## config.mk

```make
export PLATFORM = sky130hd
export DESIGN_NAME = uart_loader
export DESIGN_NICKNAME = d
export VERILOG_FILES = /design/src/rtl/uart_loader_pkg.sv /design/src/rtl/uart_tx_shift.sv /design/src/rtl/uart_loader.sv
export SDC_FILE = /design/constraint.sdc
export NUM_CORES = 1
export LEC_CHECK = 0
export ABC_AREA = 1
export BUFFER_PORTS_ARGS = -buffer_cell sky130_fd_sc_hd__buf_4
export CORE_MARGIN = 4
export CORE_UTILIZATION = 60
export DETAILED_ROUTE_END_ITERATION = 6
export HOLD_SLACK_MARGIN = 0.12
export PLACE_DENSITY = 0.89
export SETUP_SLACK_MARGIN = 0.1
export SLEW_MARGIN = 5
export SYNTH_ARGS = -nofsm -noshare
export SYNTH_HDL_FRONTEND = slang
export SYNTH_SLANG_ARGS = --single-unit
```

## constraint.sdc

```tcl
create_clock -name clk -period 4.1 [get_ports clk]
set_clock_uncertainty 0.2 [all_clocks]
set_input_delay 0 -clock clk [delete_from_list [all_inputs] [get_ports clk]]
set_output_delay 0 -clock clk [all_outputs]
set_load 0.02 [all_outputs]
```

## src/rtl/uart_loader_pkg.sv

```systemverilog
// Shared types and constants for the UART RAM loader.
// Frame geometry, FSM states and a word-to-byte helper.
package uart_loader_pkg;

  typedef enum logic [1:0] {
    IDLE,
    RECEIVE,
    SEND,
    POST_SEND
  } state_e;

  localparam int FRAME_BITS     = 10;
  localparam int BYTES_PER_WORD = 4;
  localparam int CNT_W          = 16;

  function automatic logic [7:0] word_byte(
    input logic [31:0] w,
    input logic [1:0]  idx
  );
    logic [7:0] b;
    case (idx)
      2'd0:    b = w[31:24];
      2'd1:    b = w[23:16];
      2'd2:    b = w[15:8];
      default: b = w[7:0];
    endcase
    return b;
  endfunction

endpackage

```

## src/rtl/uart_tx_shift.sv

```systemverilog
// One-byte UART transmitter: start, 8 data bits MSB first, stop.
// done is high during the last clk of the stop bit so a new load can follow gaplessly.
module uart_tx_shift
  import uart_loader_pkg::*;
#(
  parameter int CLKS_PER_BIT = 1
) (
  input  logic       clk,
  input  logic       rst,
  input  logic       load,
  input  logic [7:0] data,
  output logic       txd,
  output logic       done
);

  localparam logic [CNT_W-1:0] BIT_CNT = CNT_W'(CLKS_PER_BIT - 1);
  localparam logic [3:0] NBITS = 4'(FRAME_BITS - 1);

  logic             busy;
  logic [8:0]       sh;
  logic [3:0]       rem;
  logic [CNT_W-1:0] cnt;

  assign done = busy && (cnt == '0) && (rem == 4'd0);

  always_ff @(posedge clk) begin
    if (rst) begin
      txd  <= 1'b1;
      busy <= 1'b0;
      sh   <= '1;
      rem  <= 4'd0;
      cnt  <= '0;
    end else if (load) begin
      txd  <= 1'b0;
      sh   <= {data, 1'b1};
      rem  <= NBITS;
      cnt  <= BIT_CNT;
      busy <= 1'b1;
    end else if (busy) begin
      if (cnt != '0) begin
        cnt <= cnt - 1'b1;
      end else if (rem == 4'd0) begin
        busy <= 1'b0;
        txd  <= 1'b1;
      end else begin
        txd <= sh[8];
        sh  <= {sh[7:0], 1'b1};
        rem <= rem - 4'd1;
        cnt <= BIT_CNT;
      end
    end
  end

endmodule

```

## src/rtl/uart_loader.sv

```systemverilog
// UART loader/dumper between a serial pin pair and RAM port 2.
// Define UART_ECHO_EN to echo datai on datao while receiving.
module uart_loader
  import uart_loader_pkg::*;
#(
  parameter logic [31:0] CTRL_ADDR    = 32'h0007_0000,
  parameter logic [31:0] DATA_BASE    = 32'h0000_0000,
  parameter int          TX_WORDS     = 2,
  parameter int          CLKS_PER_BIT = 1
) (
  input  logic        clk,
  input  logic        nrst,
  input  logic        datai,
  input  logic [31:0] rramdata,
  output logic        datao,
  output logic        wram,
  output logic [31:0] ramaddress,
  output logic [31:0] wramdata
);

  localparam logic [CNT_W-1:0] BIT_CNT =
    CNT_W'(CLKS_PER_BIT - 1);
  // first sample lands mid-way through the first data bit
  localparam logic [CNT_W-1:0] FIRST_CNT =
    CNT_W'(CLKS_PER_BIT + CLKS_PER_BIT / 2 - 1);
  localparam logic [3:0]  LAST_BIT  = 4'(FRAME_BITS - 2);
  localparam logic [1:0]  LAST_BYTE = 2'(BYTES_PER_WORD - 1);
  localparam logic [31:0] LAST_WORD = 32'(TX_WORDS - 1);

  state_e           state;
  logic [CNT_W-1:0] rxcnt;
  logic [3:0]       rxbit;
  logic [7:0]       rxbyte;
  logic [1:0]       rxbytes;
  logic [23:0]      rxword;
  logic [31:0]      wptr;
  logic [31:0]      txword;
  logic [1:0]       bsel;
  logic [31:0]      widx;
  logic             fetch;
  logic             last_word;
  logic             tx_load;
  logic [7:0]       tx_byte;
  logic             tx_txd;
  logic             tx_done;

  assign last_word = (widx == LAST_WORD);

  uart_tx_shift #(
    .CLKS_PER_BIT(CLKS_PER_BIT)
  ) u_tx (
    .clk (clk),
    .rst (nrst),
    .load(tx_load),
    .data(tx_byte),
    .txd (tx_txd),
    .done(tx_done)
  );

  // next word is prefetched so it is on rramdata when its first byte is due
  always_comb begin
    tx_load = 1'b0;
    tx_byte = word_byte(rramdata, 2'd0);
    if (state == SEND) begin
      if (fetch) begin
        tx_load = 1'b1;
      end else if (tx_done) begin
        if (bsel != 2'd0) begin
          tx_load = 1'b1;
          tx_byte = word_byte(txword, bsel);
        end else if (!last_word) begin
          tx_load = 1'b1;
        end
      end
    end
  end

  always_ff @(posedge clk) begin
    if (nrst) begin
      state      <= IDLE;
      datao      <= 1'b1;
      wram       <= 1'b0;
      ramaddress <= CTRL_ADDR;
      wramdata   <= '0;
      rxcnt      <= '0;
      rxbit      <= 4'd0;
      rxbyte     <= '0;
      rxbytes    <= 2'd0;
      rxword     <= '0;
      wptr       <= DATA_BASE;
      txword     <= '0;
      bsel       <= 2'd0;
      widx       <= '0;
      fetch      <= 1'b0;
    end else begin
      wram <= 1'b0;
      unique case (state)
        IDLE: begin
          ramaddress <= CTRL_ADDR;
          datao      <= 1'b1;
          if (!datai) begin
            state <= RECEIVE;
            rxcnt <= FIRST_CNT;
            rxbit <= 4'd0;
`ifdef UART_ECHO_EN
            datao <= datai;
`endif
          end else if (!wram && rramdata == 32'd1) begin
            state      <= SEND;
            ramaddress <= DATA_BASE;
            widx       <= '0;
            fetch      <= 1'b1;
          end
        end
        RECEIVE: begin
          ramaddress <= CTRL_ADDR;
`ifdef UART_ECHO_EN
          datao <= datai;
`else
          datao <= 1'b1;
`endif
          if (rxcnt != '0) begin
            rxcnt <= rxcnt - 1'b1;
          end else begin
            rxcnt <= BIT_CNT;
            if (rxbit != LAST_BIT) begin
              rxbyte <= {rxbyte[6:0], datai};
              rxbit  <= rxbit + 4'd1;
            end else begin
              state <= IDLE;
              if (datai) begin
                rxword  <= {rxword[15:0], rxbyte};
                rxbytes <= rxbytes + 2'd1;
                if (rxbytes == LAST_BYTE) begin
                  wram       <= 1'b1;
                  ramaddress <= wptr;
                  wramdata   <= {rxword, rxbyte};
                  wptr       <= wptr + 32'd1;
                end
              end
            end
          end
        end
        SEND: begin
          datao <= tx_txd;
          if (fetch) begin
            fetch      <= 1'b0;
            txword     <= rramdata;
            bsel       <= 2'd1;
            ramaddress <= DATA_BASE + 32'd1;
          end else if (tx_done) begin
            if (bsel != 2'd0) begin
              bsel <= bsel + 2'd1;
            end else if (last_word) begin
              state      <= POST_SEND;
              wram       <= 1'b1;
              ramaddress <= CTRL_ADDR;
              wramdata   <= '0;
            end else begin
              txword     <= rramdata;
              bsel       <= 2'd1;
              widx       <= widx + 32'd1;
              ramaddress <= DATA_BASE + widx + 32'd2;
            end
          end
        end
        POST_SEND: begin
          datao      <= 1'b1;
          ramaddress <= CTRL_ADDR;
          state      <= IDLE;
        end
        default: state <= IDLE;
      endcase
    end
  end

endmodule

```

=== Yosys cells after proc, flatten, opt, wreduce, memory -nomap -nowiden ===
Cells that the tools add are included.

* Bits in registers: 251
* Input port bits: 35
* Output and inout bits: 66
* Word-level logic and storage cells: 191

* Add/subtract/negate cells: 9
* Equal/unequal tests: 31
* Mux-type cells: 92
* Bitwise gates (word level): 4
* Reductions and logical operators: 34

{| class="wikitable"
|+ Operator list
! kind !! count
|-
| 32-bit two-way mux || 26
|-
| 32-bit case mux with 2 select lines || 2
|-
| 32-bit case mux with 4 select lines || 1
|-
| 32-bit by 1-bit adder with 32-bit output (second input constant) || 2
|-
| 32-bit by 1-bit == test with 1-bit output (second input constant) || 2
|-
| 16-bit two-way mux || 4
|-
| 19-bit two-way mux || 2
|-
| 9-bit two-way mux || 4
|-
| 2-bit != test (second input constant) || 18
|-
| 32-bit by 2-bit adder with 32-bit output (second input constant) || 1
|-
| 8-bit two-way mux || 4
|-
| 16-bit case mux with 2 select lines || 1
|-
| 16-bit nonzero test || 2
|-
| 16-bit by 1-bit subtractor with 16-bit output (second input constant) || 2
|-
| 4-bit two-way mux || 7
|-
| 2-bit two-way mux || 12
|-
| 8-bit case mux with 3 select lines || 1
|-
| 1-bit two-way mux || 23
|-
| 16-bit zero test || 1
|-
| 3-bit AND reduction || 5
|-
| 7-bit AND reduction || 2
|-
| 4-bit AND reduction || 3
|-
| 2-bit nonzero test || 6
|-
| 3-bit != test (second input constant) || 3
|-
| other kinds (20) || 36
|}

=== Longest topological paths before layout ===
* Word-level depth: 8
* Depth in mapped cells: 13
* Depth with buffers taken out: 13

=== Modules after synthesis ===
Synthesis repeated with hierarchy kept, for this count alone.

* Cell total of the unflattened synthesis: 2179
* Area, all modules: 13932.1 µm²

{| class="wikitable"
|+ Modules (own cells, without submodules)
! module !! times used !! cells each !! area an instance (µm²) !! sequential area each (µm²)
|-
| uart_loader || 1 || 1912 || 12147.9 || 4424.2
|-
| uart_tx_shift || 1 || 267 || 1784.2 || 600.6
|}

=== Least setup slack after synthesis ===
No wires, ideal clock.

* Path kind: register to register
* From: register state[0]
* To: register rxcnt[12]
* Setup time: 0.128 ns
* Arrival: 1.799 ns
* Data required time: 3.772 ns
* Slack: 1.974 ns
* Stages on the path, launching flop included: 12
* Path buffers: 0
* Period minus slack after synthesis: 2.126 ns
* Path through: dfxtp_1 inv_1 ha_1 nand2_1 inv_1 a21oi_2 inv_1 nor2_1 nand2_1 nor2_1 xor2_1 nor2_1

* Longest elaborated chain between the ends: 3
* Elaborated cells on any way between the ends: 6
* Classes of those cells: eq/ne (2); mux (1); reduce/logical (3)

{| class="wikitable"
|+ Ends and longest elaborated chain
! item !! line !! RTL
|-
| start: declaration || uart_loader.sv:30 || <nowiki>state_e state;</nowiki>
|-
| start signal: assignment || uart_loader.sv:80 || <nowiki>state <= IDLE;</nowiki>
|-
| start signal: assignment || uart_loader.sv:102 || <nowiki>state <= RECEIVE;</nowiki>
|-
| start signal: assignment || uart_loader.sv:109 || <nowiki>state <= SEND;</nowiki>
|-
| 2-bit by 1-bit == test with 1-bit output or 2-bit zero test (tied branches) || uart_loader.sv:97 || <nowiki>unique case (state)</nowiki>
|-
| 2-bit nonzero test (no source line) or 2-bit != test (tied branches) || - ||
|-
| 2-bit AND reduction (no source line) || - ||
|-
| end signal: assignment || uart_loader.sv:123 || <nowiki>rxcnt <= rxcnt - 1'b1;</nowiki>
|-
| end: declaration || uart_loader.sv:31 || <nowiki>logic [CNT_W-1:0] rxcnt;</nowiki>
|}

Parallel ways exist; a longest one is shown, timed or not.
A chain may end at the register's enable or synchronous reset.

=== Worst setup path in the final report ===
* From: register state[1]
* To: register ramaddress[7]

* Longest elaborated chain between the ends: 3
* Elaborated cells on any way between the ends: 8
* Classes of those cells: eq/ne (5); mux (1); reduce/logical (2)

{| class="wikitable"
|+ Ends and longest elaborated chain
! item !! line !! RTL
|-
| 2-bit == test || uart_loader.sv:97 ||
|-
| 3-bit != test (no source line) || - ||
|-
| 2-bit AND reduction (no source line) || - ||
|-
| end signal: assignment || uart_loader.sv:136 || <nowiki>ramaddress <= wptr;</nowiki>
|-
| end signal: assignment || uart_loader.sv:150 || <nowiki>ramaddress <= DATA_BASE + 32'd1;</nowiki>
|-
| end signal: assignment || uart_loader.sv:163 || <nowiki>ramaddress <= DATA_BASE + widx + 32'd2;</nowiki>
|-
| end: declaration || uart_loader.sv:17 || <nowiki>output logic [31:0] ramaddress,</nowiki>
|}

Parallel ways exist; a longest one is shown, timed or not.

==> summary.md <==
| Metric | Value |
|---|---|
| Synth Register Bits | `251` |
| DRT antenna net count | `0` |
| CTS clk-pin slew, worst paths | `0.07 ns` |
| RSZ-0062 raised after global routing | `no` |
| Final slew viol count | `0` |
| Pin count of the biggest net entering global routing | `99` |
| Finished Layout Cells | `2574` |
| Starting Density | `61.0%` |
| Synth warn | `0` |
| Layout cells sized above 1 | `9.23%` |
| Core Rows | `55` |
| Cell total after placement | `2456` |
| Clock Latency Late Sink | `0.57 ns` |
| Final hold violations | `0` |
| Pre-antenna DRT Iters | `6` |
| Cell with the most instances after synthesis | `nand2_1` |
| Main flop type after synthesis | `dfxtp_1` |
| Leak pwr | `6.55 nW` |
| Worst Path Max Fanout | `12` |
| Post-synthesis cell count | `2148` |
| Crit path capture type | `flop` |
| Post-synth top area share | `36.3%` |
| Clock root cell | `clkbuf_16` |
| Hold path depth | `6` |
| Placer Congestion | `1.02` |
| Mapped cell area | `13900 sq um` |
| TritonCTS Buffers | `27` |
| Vias | `15400` |
| Maximum vdd drop | `504 uV` |
| Antenna violations before repair | `5` |
| Final core occ | `71.7%` |
| Outcome | `finished clean` |
| Cells on worst reg2reg path | `10` |
| Synth area leader | `dfxtp_1` |
| Crit path required time | `4.37 ns` |
| First-pass GRT wire length | `74700 um` |
| Post-synth EDFFs | `0` |
| # DRC | `0` |
| Largest cells by area after synthesis | `dfxtp_1 (36%), nand2_1 (15%), nor2_1 (9.5%), a21oi_1 (7.2%), nand3_1 (6.2%)` |
| # port buffers | `100` |
| Die span in x | `160 um` |
| Dpl hpwl | `29200 um` |
| Post-DP Area | `14600 sq um` |
| Worst setup SP type | `flop` |
| Via-to-Cell Ratio | `5.98` |
| Critical R2R Launch | `state[1]` |
| Worst min path class | `in -> reg` |
| P per Cell Area | `474 nW/um^2` |
| TritonCTS clock tree | `yes` |
| Io pins | `101` |
| Tcrit/Tclk final | `73.9%` |
| Number of global-route vias before repair | `14600` |
| FFs w/ async S/R, synth | `0%` |
| Critical path type | `reg -> reg` |
| Fillcell total | `1751` |
| Final WL | `45700 um` |
| Remaining global-route overflow | `0` |
| Final setup viols | `0` |
| Post-layout nets | `2321` |
| Rel. slew slack | `26.8%` |
| Commonest cells post-synth | `nand2_1 (538), nor2_1 (352), dfxtp_1 (251), a21oi_1 (198), inv_1 (174)` |
| Unique masters post-synth | `50` |
| Hold Path Origin | `rramdata[27]` |
| WP data arrival | `3.30 ns` |
| Fin area | `16300 sq um` |
| Clk buf depth | `3` |
| Chip Height | `160 um` |
| WL/cell | `17.7 um` |
| Post_cts resized | `0` |
| Die area | `25600 sq um` |
| Core ar. | `22700 sq um` |
| Max Fclk | `330 MHz` |
| Seq/Total Area, Yosys | `36.3%` |
| Max-Cap Viols | `0` |
| Total clock sinks | `251` |
| Syn_nets | `2204` |
| H-Tree Depth | `1` |
| Total power | `7.72 mW` |
| Setup TNS | `0 ns` |
| Synth-to-Final Area Change | `17.6%` |
| Total GRT Usage | `34.8%` |
| Worst Setup SP | `state[1]` |
| Period minus WS final | `3.03 ns` |
| Post-Syn Area per Cell | `6.45 sq um` |
| Initial DRC Count | `1809` |
| Worst slew pin tran | `1.10 ns` |
==> cell type report <==
cell class	count	area, sq um	share of cell area (%)
multi-input cells	1623	7720	47.4
flip-flops and latches	251	5020	30.8
repair buffers	179	1510	9.25
clock buffers	33	718	4.41
inverters	183	688	4.22
well taps	285	357	2.19
clock inverters	16	264	1.62
diodes	4	10.0	0.0614
==> through the flow <==
stage / hold WS, ns / worst slack, ns
after CTS: 0.138 / 1.22
after floorplan: -0.0358 / 1.97
after global placement: 0.0664 / 1.36
after global routing: 0.191 / 0.836
final: 0.172 / 1.07
after detailed placement: 0.0712 / 1.24
==> timing repair <==
item,4_1_cts,5_1_grt
hold endpoints to repair,129,0
hold buffers,65,0
setup buffers,0,0
==> path summary, 6_finish.rpt <==
| check | end | slack [ns] |
|---|---|---|
| max | ramaddress[7] | 1.07 |
| min | u_tx.sh[4] | 0.17 |
| max reg2reg | ramaddress[7] | 1.07 |
| min reg2reg | rxword[17] | 0.26 |
==> per-layer routing <==
layer	share of wire, %	vias up	track usage, %
li1	-	7176	-
met4	6.0	2	17.1
met1	39	7028	45.0
met5	0.028	-	0
met3	9.7	256	6.71
met2	45	922	55.8
==> state kept, by name, summed over array words and instances (netlist names), 16 cells and up <==
register and flops:
ramaddress 32, rxcnt 16, rxword 24, txword 32
u_tx.cnt 16, widx 32, wptr 32, wramdata 32
==> cells by family after synthesis <==
family	Yosys count	share of synthesized area, %
buffers and inverters	274	8.05
adders and majority gates	21	1.90
DFF	251	36.3
and+or+nand+nor	1176	35.6
AOI/OAI and AO/OA	369	14.6
xor gates and xnor gates	57	3.60
==> power breakdown <==
group	internal, mW	total, mW	leakage [nW]	switching (mW)
registers	2.57	2.69	2.02	0.119
clock network	1.64	2.72	0.471	1.08
logic	0.634	2.32	4.06	1.68
==> cell usage in the layout, fill, tap and decap left out, drive strengths merged, types with 21 or more instances in the layout <==
cell type / count
dfxtp: 251
xor2: 39
nand3: 175
nor3: 55
buf: 114
o21bai: 29
ha: 21
nor2: 368
o21ai: 110
a21oi: 200
nand2: 542
clkbuf: 33
nand4: 22
inv: 183
dlygate4sd3: 65
==> worst max-delay path, stage by stage (launching register included) <==
cell and delay, ns:
dfxtp_1 0.37, inv_1 0.13, ha_1 0.44, inv_1 0.17, nor3_1 0.27, nand2_1 0.13
nor2_1 0.69, nand2_1 0.14, nand2_1 0.14, nand2_1 0.08, a21oi_1 0.18
(Power assumes the default switching activity.)
